$ cat src/rtl/bullet_collision_hp.sv
// bullet_collision_hp
// Registers the bounding-box overlap between the active bullet and the player,
// takes one HP per counted hit and drives player_collision back to the bullet
// generator so it clears the bullet. Adds a timed invulnerability window after
// each hit. Also flags game over for the top-level game FSM.
//
// Optional feature macro: BULLET_COLLISION_IFRAME_EN
//   defined   : HIT is followed by an INVULN window of IFRAME_CYCLES clocks
//   undefined : no INVULN state or counter; HIT returns straight to ALIVE
//
// Ports
//   CLOCK_50         in   system clock
//   resetn           in   asynchronous active-low reset
//   enable           in   game running; low freezes detection and the FSM
//   restart          in   synchronous pulse; restores HP and returns to ALIVE
//   bullet_x/_y      in   bullet top-left corner (8b x, 7b y)
//   bullet_active    in   bullet valid
//   player_x/_y      in   player top-left corner (8b x, 7b y)
//   player_collision out  high in HIT/INVULN, held high in DEAD
//   hit_pulse        out  one strobe per counted hit
//   hp               out  current HP
//   game_over        out  high in DEAD
module bullet_collision_hp #(
    parameter int unsigned BULLET_W      = 8,
    parameter int unsigned BULLET_H      = 2,
    parameter int unsigned PLAYER_W      = 8,
    parameter int unsigned PLAYER_H      = 8,
    parameter int unsigned MAX_HP        = 5,
    parameter int unsigned IFRAME_CYCLES = 25_000_000
) (
    input  logic       CLOCK_50,
    input  logic       resetn,
    input  logic       enable,
    input  logic       restart,
    input  logic [7:0] bullet_x,
    input  logic [6:0] bullet_y,
    input  logic       bullet_active,
    input  logic [7:0] player_x,
    input  logic [6:0] player_y,
    output logic       player_collision,
    output logic       hit_pulse,
    output logic [3:0] hp,
    output logic       game_over
);

    localparam int unsigned XW   = 9;
    localparam int unsigned YW   = 8;
    localparam int unsigned HP_W = 4;

    localparam logic [1:0] S_ALIVE  = 2'd0;
    localparam logic [1:0] S_HIT    = 2'd1;
    localparam logic [1:0] S_DEAD   = 2'd3;
`ifdef BULLET_COLLISION_IFRAME_EN
    localparam logic [1:0] S_INVULN = 2'd2;
    localparam int unsigned CNT_W   = 25;
`endif

    // Reject parameter values outside the supported ranges at elaboration.
    if (IFRAME_CYCLES < 1 || IFRAME_CYCLES > 33554431 ||
        MAX_HP < 1 || MAX_HP > 15) begin : g_param_check
        $error("bullet_collision_hp: parameter out of range");
    end

    logic [XW-1:0] bx_end, px_end;
    logic [YW-1:0] by_end, py_end;
    logic          overlap_c;
    logic          overlap_q;

    logic [1:0]      state_q, state_d;
    logic [HP_W-1:0] hp_d;
    logic            hit_pulse_d;
    logic            player_collision_d;
    logic            game_over_d;
`ifdef BULLET_COLLISION_IFRAME_EN
    logic [CNT_W-1:0] cnt_q, cnt_d;
`endif

    // Box overlap; sums are widened one bit so boxes near the right/bottom edge never wrap.
    always_comb begin
        bx_end    = XW'(bullet_x) + XW'(BULLET_W);
        px_end    = XW'(player_x) + XW'(PLAYER_W);
        by_end    = YW'(bullet_y) + YW'(BULLET_H);
        py_end    = YW'(player_y) + YW'(PLAYER_H);
        overlap_c = (XW'(bullet_x) < px_end) && (XW'(player_x) < bx_end) &&
                    (YW'(bullet_y) < py_end) && (YW'(player_y) < by_end);
    end

    // Stage 1: registered, gated hit request.
    always_ff @(posedge CLOCK_50 or negedge resetn) begin
        if (!resetn)
            overlap_q <= 1'b0;
        else if (restart)
            overlap_q <= 1'b0;
        else
            overlap_q <= overlap_c & bullet_active & enable;
    end

    // Stage 2: next-state and next-output logic; everything holds while enable is low.
    always_comb begin
        state_d     = state_q;
        hp_d        = hp;
        hit_pulse_d = hit_pulse;
`ifdef BULLET_COLLISION_IFRAME_EN
        cnt_d       = cnt_q;
`endif
        if (restart) begin
            state_d     = S_ALIVE;
            hp_d        = HP_W'(MAX_HP);
            hit_pulse_d = 1'b0;
`ifdef BULLET_COLLISION_IFRAME_EN
            cnt_d       = '0;
`endif
        end else if (enable) begin
            hit_pulse_d = 1'b0;
            case (state_q)
                S_ALIVE: begin
                    if (overlap_q && (hp != '0)) begin
                        hp_d        = hp - HP_W'(1);
                        hit_pulse_d = 1'b1;
                        state_d     = S_HIT;
                    end
                end
                S_HIT: begin
                    if (hp == '0) begin
                        state_d = S_DEAD;
                    end else begin
`ifdef BULLET_COLLISION_IFRAME_EN
                        cnt_d   = CNT_W'(IFRAME_CYCLES - 1);
                        state_d = S_INVULN;
`else
                        state_d = S_ALIVE;
`endif
                    end
                end
`ifdef BULLET_COLLISION_IFRAME_EN
                S_INVULN: begin
                    if (cnt_q == '0)
                        state_d = S_ALIVE;
                    else
                        cnt_d = cnt_q - CNT_W'(1);
                end
`endif
                S_DEAD: begin
                    state_d = S_DEAD;
                end
                default: begin
                    state_d = S_ALIVE;
                end
            endcase
        end
        player_collision_d = (state_d != S_ALIVE);
        game_over_d        = (state_d == S_DEAD);
    end

    // State and output registers.
    always_ff @(posedge CLOCK_50 or negedge resetn) begin
        if (!resetn) begin
            state_q          <= S_ALIVE;
            hp               <= HP_W'(MAX_HP);
            hit_pulse        <= 1'b0;
            player_collision <= 1'b0;
            game_over        <= 1'b0;
        end else begin
            state_q          <= state_d;
            hp               <= hp_d;
            hit_pulse        <= hit_pulse_d;
            player_collision <= player_collision_d;
            game_over        <= game_over_d;
        end
    end

`ifdef BULLET_COLLISION_IFRAME_EN
    // Invulnerability countdown.
    always_ff @(posedge CLOCK_50 or negedge resetn) begin
        if (!resetn)
            cnt_q <= '0;
        else
            cnt_q <= cnt_d;
    end
`endif

endmodule

$ cat config.mk
export PLATFORM = sky130hd
export DESIGN_NAME = bullet_collision_hp
export DESIGN_NICKNAME = d
export VERILOG_FILES = /design/src/rtl/bullet_collision_hp.sv
export SDC_FILE = /design/constraint.sdc
export NUM_CORES = 1
export LEC_CHECK = 0
export ABC_AREA = 1
export BUFFER_PORTS_ARGS = -buffer_cell sky130_fd_sc_hd__clkbuf_2
export CORE_ASPECT_RATIO = 1.4
export CORE_MARGIN = 1
export CORE_UTILIZATION = 29
export DETAILED_ROUTE_END_ITERATION = 10
export PLACE_DENSITY = 0.46
export REMOVE_ABC_BUFFERS = 1
export SLEW_MARGIN = 20
export SYNTH_ARGS = -nofsm -noshare
export SYNTH_HDL_FRONTEND = slang
export SYNTH_SLANG_ARGS = --single-unit
$ cat constraint.sdc
create_clock -name CLOCK_50 -period 3.96 [get_ports CLOCK_50]
set_clock_uncertainty 0.1 [all_clocks]
set_input_delay 0.396 -clock CLOCK_50 [delete_from_list [all_inputs] [get_ports CLOCK_50]]
set_output_delay 0.396 -clock CLOCK_50 [all_outputs]
set_load 0.1 [all_outputs]
## Yosys cells after proc, flatten, opt, wreduce, memory -nomap -nowiden

Index checks and enable logic that the tools add are counted.

| storage, ports and cells | value |
|---|---|
| input bits | 35 |
| register bits | 10 |
| logic and storage cells | 46 |

| cells by class | value |
|---|---|
| muxes and demuxes | 14 |
| $add $sub $neg | 5 |
| equal/unequal tests | 3 |
| bitwise operators | 2 |
| magnitude comparators | 4 |
| reduce and logical (&&, ||, !) cells | 12 |

Operators with widths:

| operator | count |
|---|---|
| $add 8x4->9 const B | 2 |
| $lt 8x9->1 | 2 |
| $lt 7x8->1 | 2 |
| $mux 4 | 4 |
| $add 7x2->8 const B | 1 |
| $add 7x4->8 const B | 1 |
| $mux 2 | 4 |
| $reduce_bool 2->1 | 4 |
| $pmux 2 s3 | 1 |
| $mux 1 | 5 |
| $eq 2x2->1 const B | 2 |
| $logic_and 1x1->1 | 4 |
| $logic_not 4->1 | 1 |
| $reduce_bool 4->1 | 1 |
| $sub 4x1->4 const B | 1 |
| $reduce_and 3->1 | 1 |
| $and 1x1->1 | 2 |
| $eq 2x1->1 const B | 1 |
| $logic_not 2->1 | 1 |

## Longest topological paths before layout

| logic depth | value |
|---|---|
| depth in word-level cells | 8 |
| depth in mapped cells | 11 |

## Worst setup path before layout

No wires, ideal clock.

| timing path | value |
|---|---|
| path kind | register to register |
| start point | register hp[1] |
| end point | register player_collision |
| library setup time | 0.130 ns |
| slack | 1.921 ns |
| arrival time | 1.809 ns |
| cell stages (with the launch flop) | 9 |
| path through | dfrtp_1 > inv_1 > ha_1 > nand3_2 > nand2_2 > nand2_1 > o211ai_1 > o211ai_1 > nand2_1 |

| on the way | value |
|---|---|
| word-level cells in the longest chain between the ends | 7 |
| elaborated cells on any way between the ends | 9 |

Ends and longest elaborated chain:

| what | RTL line | text |
|---|---|---|
| start, declared | 42 | `output logic [3:0] hp,` |
| start signal, assigned | 159 | `hp <= HP_W'(MAX_HP);` |
| start signal, assigned | 165 | `hp <= hp_d;` |
| $reduce_bool 4->1 | 117 | `if (overlap_q && (hp != '0)) begin` |
| $logic_and 1x1->1 | 117 |  |
| $mux 2 | 117 |  |
| $pmux 2 s3 (*) | 115 | `case (state_q)` |
| $mux 2 (*) | 113 | `end else if (enable) begin` |
| $mux 2 (*) | 106 | `if (restart) begin` |
| $reduce_bool 2->1 (*) | 151 | `player_collision_d = (state_d != S_ALIVE);` |
| via player_collision_d | 72 | `logic player_collision_d;` |
| end signal, assigned | 167 | `player_collision <= player_collision_d;` |
| end, declared | 40 | `output logic player_collision,` |

Mark *: on every way through the listed nets, which the timed path passes. The rest lies on a longest branch.
A chain may end at the register's enable or synchronous reset.

## Final worst setup path

| timing path | value |
|---|---|
| start point | register hp[2] |
| end point | output hp[2] |

No word-level cell between the ends.

==> impl.org <==
** Job
- Max-cap violations in this run came to 0.

** GRT
- Number of antenna violations at the first check in global routing :: 0
- The number of global-route vias before repair is 1202.
- For this run, the total global-route usage over all layers was measured as 12.19%.
- Remaining global-route overflow :: 0
- Entering global routing, the biggest net connects 11 pins.
- Global-route wire length before repair :: 4905 µm

** Clock network
- Worst-path clk slew :: 50 ps
- The later pin in the worst-skew pair is clocked with a latency of 230 ps.
- H-tree levels :: 1
- TritonCTS sink count :: 10
- The tree is rooted in a clkbuf_8.
- CTS Buffer Depth :: 2
- TritonCTS clock tree :: built
- Post-CTS Repair Setup Buffers :: 0
- Cts bufs inserted :: 3

** Routing
- Number of detailed-routing iterations run before antenna repair :: 4
- Iteration-0 DRC count of the detailed router :: 28
- Ratio of routed vias to standard cells :: 4.397
- In the routed design, unresolved DRC markers number 0.
- Wire length per cell after detailed routing :: 9.462 µm
- Total Wirelength :: 2886 µm
- The count of nets left with antenna violations once routing finished came out at 0.
- Count of vias placed by the detailed router :: 1341

** Final layout
- Core Util, Final :: 38.23%
- 0 antenna diodes ended up in the layout.
- Synth-to-Final Area Change :: 24.84%
- At the end of the flow, the number of nets in the layout was 309.
- Cells with a size suffix above 1 make up 25.51% of the layout.
- The layout has 542 filler cells.

** Floorplanning
- Effective utilization at floorplan :: 30.62%
- Row cnt :: 29
- The floorplan step set the die height to 84.21 µm.
- X dimension of the die :: 60.73 µm
- After floorplanning, the core was sized to cover 4572 µm².
- Count of pins on the block boundary :: 42
- The die covers 5114 µm².

** Power and ir drop
- Switching pwr :: 0.1701 mW
- Cell internal power was estimated by the tool at 0.2674 mW.
- Dividing total power by cell area gives a power density of 250.3 nW/µm².
- Combinational share of power :: 44.3%
- Leakage power :: 0.9828 nW
- Net switching share of the total power :: 38.88%
- VDD sags by at most 92.12 µV.
- Register share of total power :: 26.3%
- After layout, the design draws a total of 0.4374 mW.
- In this run, the clock network consumes 29.4% of the power.

** Timing
- Time the final worst path needs with I/O delays and setup :: 1738 ps
- Worst-Margin Slew :: 538.9 ps
- Unrepaired setup endpoints after global routing :: no
- The max-slew violation count was 0.
- Hold is met by 393.2 ps.
- Final worst slack :: 2222 ps
- Final Cycle Share :: 43.89%
- For the final routed database, the setup TNS stands at 0 ps.
- Setup violations remaining at the end of the flow were counted as 0.
- The count of endpoints failing hold in the final timing report was 0.
- Highest attainable clock frequency :: 575.3 MHz
- In this run the tightest slew margin relative to its limit is 64.23%.

** Critical path
- Launching element type of the critical path :: flip-flop
- Critical path class :: reg2out
- Gate family responsible for the most delay along the worst path :: flip-flops
- Critical path peak fanout :: 3
- For this design, the slowest cell found on the critical path is dfstp_2.
- Data arrival time at the worst-slack endpoint :: 1240 ps
- Ordered list of cells on the worst path :: clkbuf_2
- The most critical setup path has its startpoint at hp[2].
- Capturing element type of the critical path :: primary output
- For the worst setup path, the data required time is 3460 ps.
- Counting both buffers and inverters, the worst setup path holds a total of 1.
- On the worst path, the slowest cell contributes a delay of 550 ps.
- Beginning of the worst register-to-register path :: hp[0]

** Placed design
- Input and output buffers added on the ports amount to 41.
- The congestion estimate from routability-driven global placement came to 0.7222.
- Summed over all nets, the half-perimeter wirelength after detailed placement is 2605 µm.
- Post-placement worst setup slack :: 2012 ps

** Logic synthesis
- Sequential cell area fraction in the yosys report :: 18.05%
- Async set or reset register ratio after synthesis :: 100.0%
- Synthesis instantiated 24 different standard cells from the library.
- Count of mapped cells out of synthesis :: 197
- Syn. warnings :: 0
- In this run, synthesis produced a sequential element count of 10.
- Netlist area before placement :: 1400 µm²
- Counting flops with a built-in enable in the synthesized netlist gives 0.
- In the synthesized netlist the dominant register cell turns out to be dfrtp_1.
- A synthesized cell averages 7.107 µm².

** Hold path
- Type of the tightest min-delay check :: in2reg
- The worst hold path begins at restart.

** Status
- The run finished with clean final reports.
==> path summary, 6_finish.rpt <==
| path | cells past startpoint | to | slack (ps) |
|---|---|---|---|
| worst max-delay path | 1 | hp[2] | 2220 |
| worst min-delay path | 3 | hp[0] | 390 |
| worst max register to register | 8 | player_collision | 2330 |
| worst min register to register | 2 | hit_pulse | 420 |
| max in group asynchronous | 2 | hp[0] | 3030 |
| min in group asynchronous | 2 | hit_pulse | 470 |
==> per-stage QoR <==
stage / cells / cell area, µm²
2_1_floorplan: 197 / 1400
3_3_place_gp: 300 / 1683
3_5_place_dp: 300 / 1683
4_1_cts: 305 / 1748
5_1_grt: 305 / 1748
6_report: 305 / 1748
==> final cells by class <==
type / count / area (µm²) / share of cell area [%]
clock buffers: 4 / 55.05 / 3.150
repair buffers: 42 / 215.2 / 12.31
well taps: 62 / 77.57 / 4.438
inverters: 32 / 120.1 / 6.872
multi-input cells: 155 / 1027 / 58.77
flip-flops and latches: 10 / 252.7 / 14.46
==> state kept, by name, indices dropped and copies added, names as in the netlist <==
register and cells:
overlap_q 1, hit_pulse 1, player_collision 1, game_over 1, state_q 2, hp 4
==> placed cells by master (no fill, tap or decap) <==
cell type / synthesis / final
or2_2: 1 / 1
inv_2: 3 / 3
nor2_1: 15 / 15
dlygate4sd3_1: 0 / 1
o211ai_1: 3 / 3
nand2_2: 2 / 2
a21oi_1: 9 / 9
xnor2_1: 4 / 4
clkbuf_2: 0 / 41
nand3_2: 3 / 3
nand4_1: 1 / 1
inv_1: 29 / 29
o21ai_0: 6 / 6
xor2_1: 10 / 10
o21ai_1: 2 / 2
o22ai_2: 1 / 1
nor2_2: 4 / 4
o22ai_1: 1 / 1
o21bai_2: 1 / 1
nand3_1: 12 / 12
nand2_1: 48 / 48
nand3b_1: 1 / 1
ha_1: 30 / 30
dfstp_2: 2 / 2
clkbuf_8: 0 / 4
dfrtp_1: 8 / 8
a21o_1: 1 / 1
==> per-layer routing <==
metal,global-route usage (%),share of wire [%]
met3,1.387,2.5
met5,0,0
met1,13.99,42
met2,22.48,55
met4,3.719,1.2
==> power groups by stage <==
stage / Sequential [mW] / Combinational [mW] / Clock, mW
4_1_cts: 0.115 / 0.199 / 0.131
3_5_place_dp: 0.117 / 0.197 / 0
6_report: 0.115 / 0.194 / 0.129
5_1_grt: 0.116 / 0.222 / 0.138
3_3_place_gp: 0.117 / 0.198 / 0
2_1_floorplan: 0.156 / 0.100 / 0
==> cells by family after synthesis <==
logic type	synth area share, %
AND/OR/NAND/NOR	27.44
adder cells (fa/ha/maj)	26.81
AO/OA/AOI/OAI	10.37
buffers and inverters	8.579
XOR/XNOR	8.757
flip-flops	18.05
==> what timing repair did <==
item	4_1_cts	5_1_grt
endpoints found under the setup margin	0	0
resized for setup	0	0
endpoints found under the hold margin	8	0
hold buffers	1	0
==> cell usage after synthesis (2+ instances only) <==
master,count,share of area (%)
nand2_1,48,13
ha_1,30,27
inv_1,29,7.8
nor2_1,15,4.0
nand3_1,12,4.3
xor2_1,10,6.3
a21oi_1,9,3.2
dfrtp_1,8,14
o21ai_0,6,2.1
nor2_2,4,1.8
xnor2_1,4,2.5
inv_2,3,0.80
nand3_2,3,2.1
o211ai_1,3,1.6
dfstp_2,2,3.8
nand2_2,2,0.89
o21ai_1,2,0.71
Power figures use the tool's default switching activity.
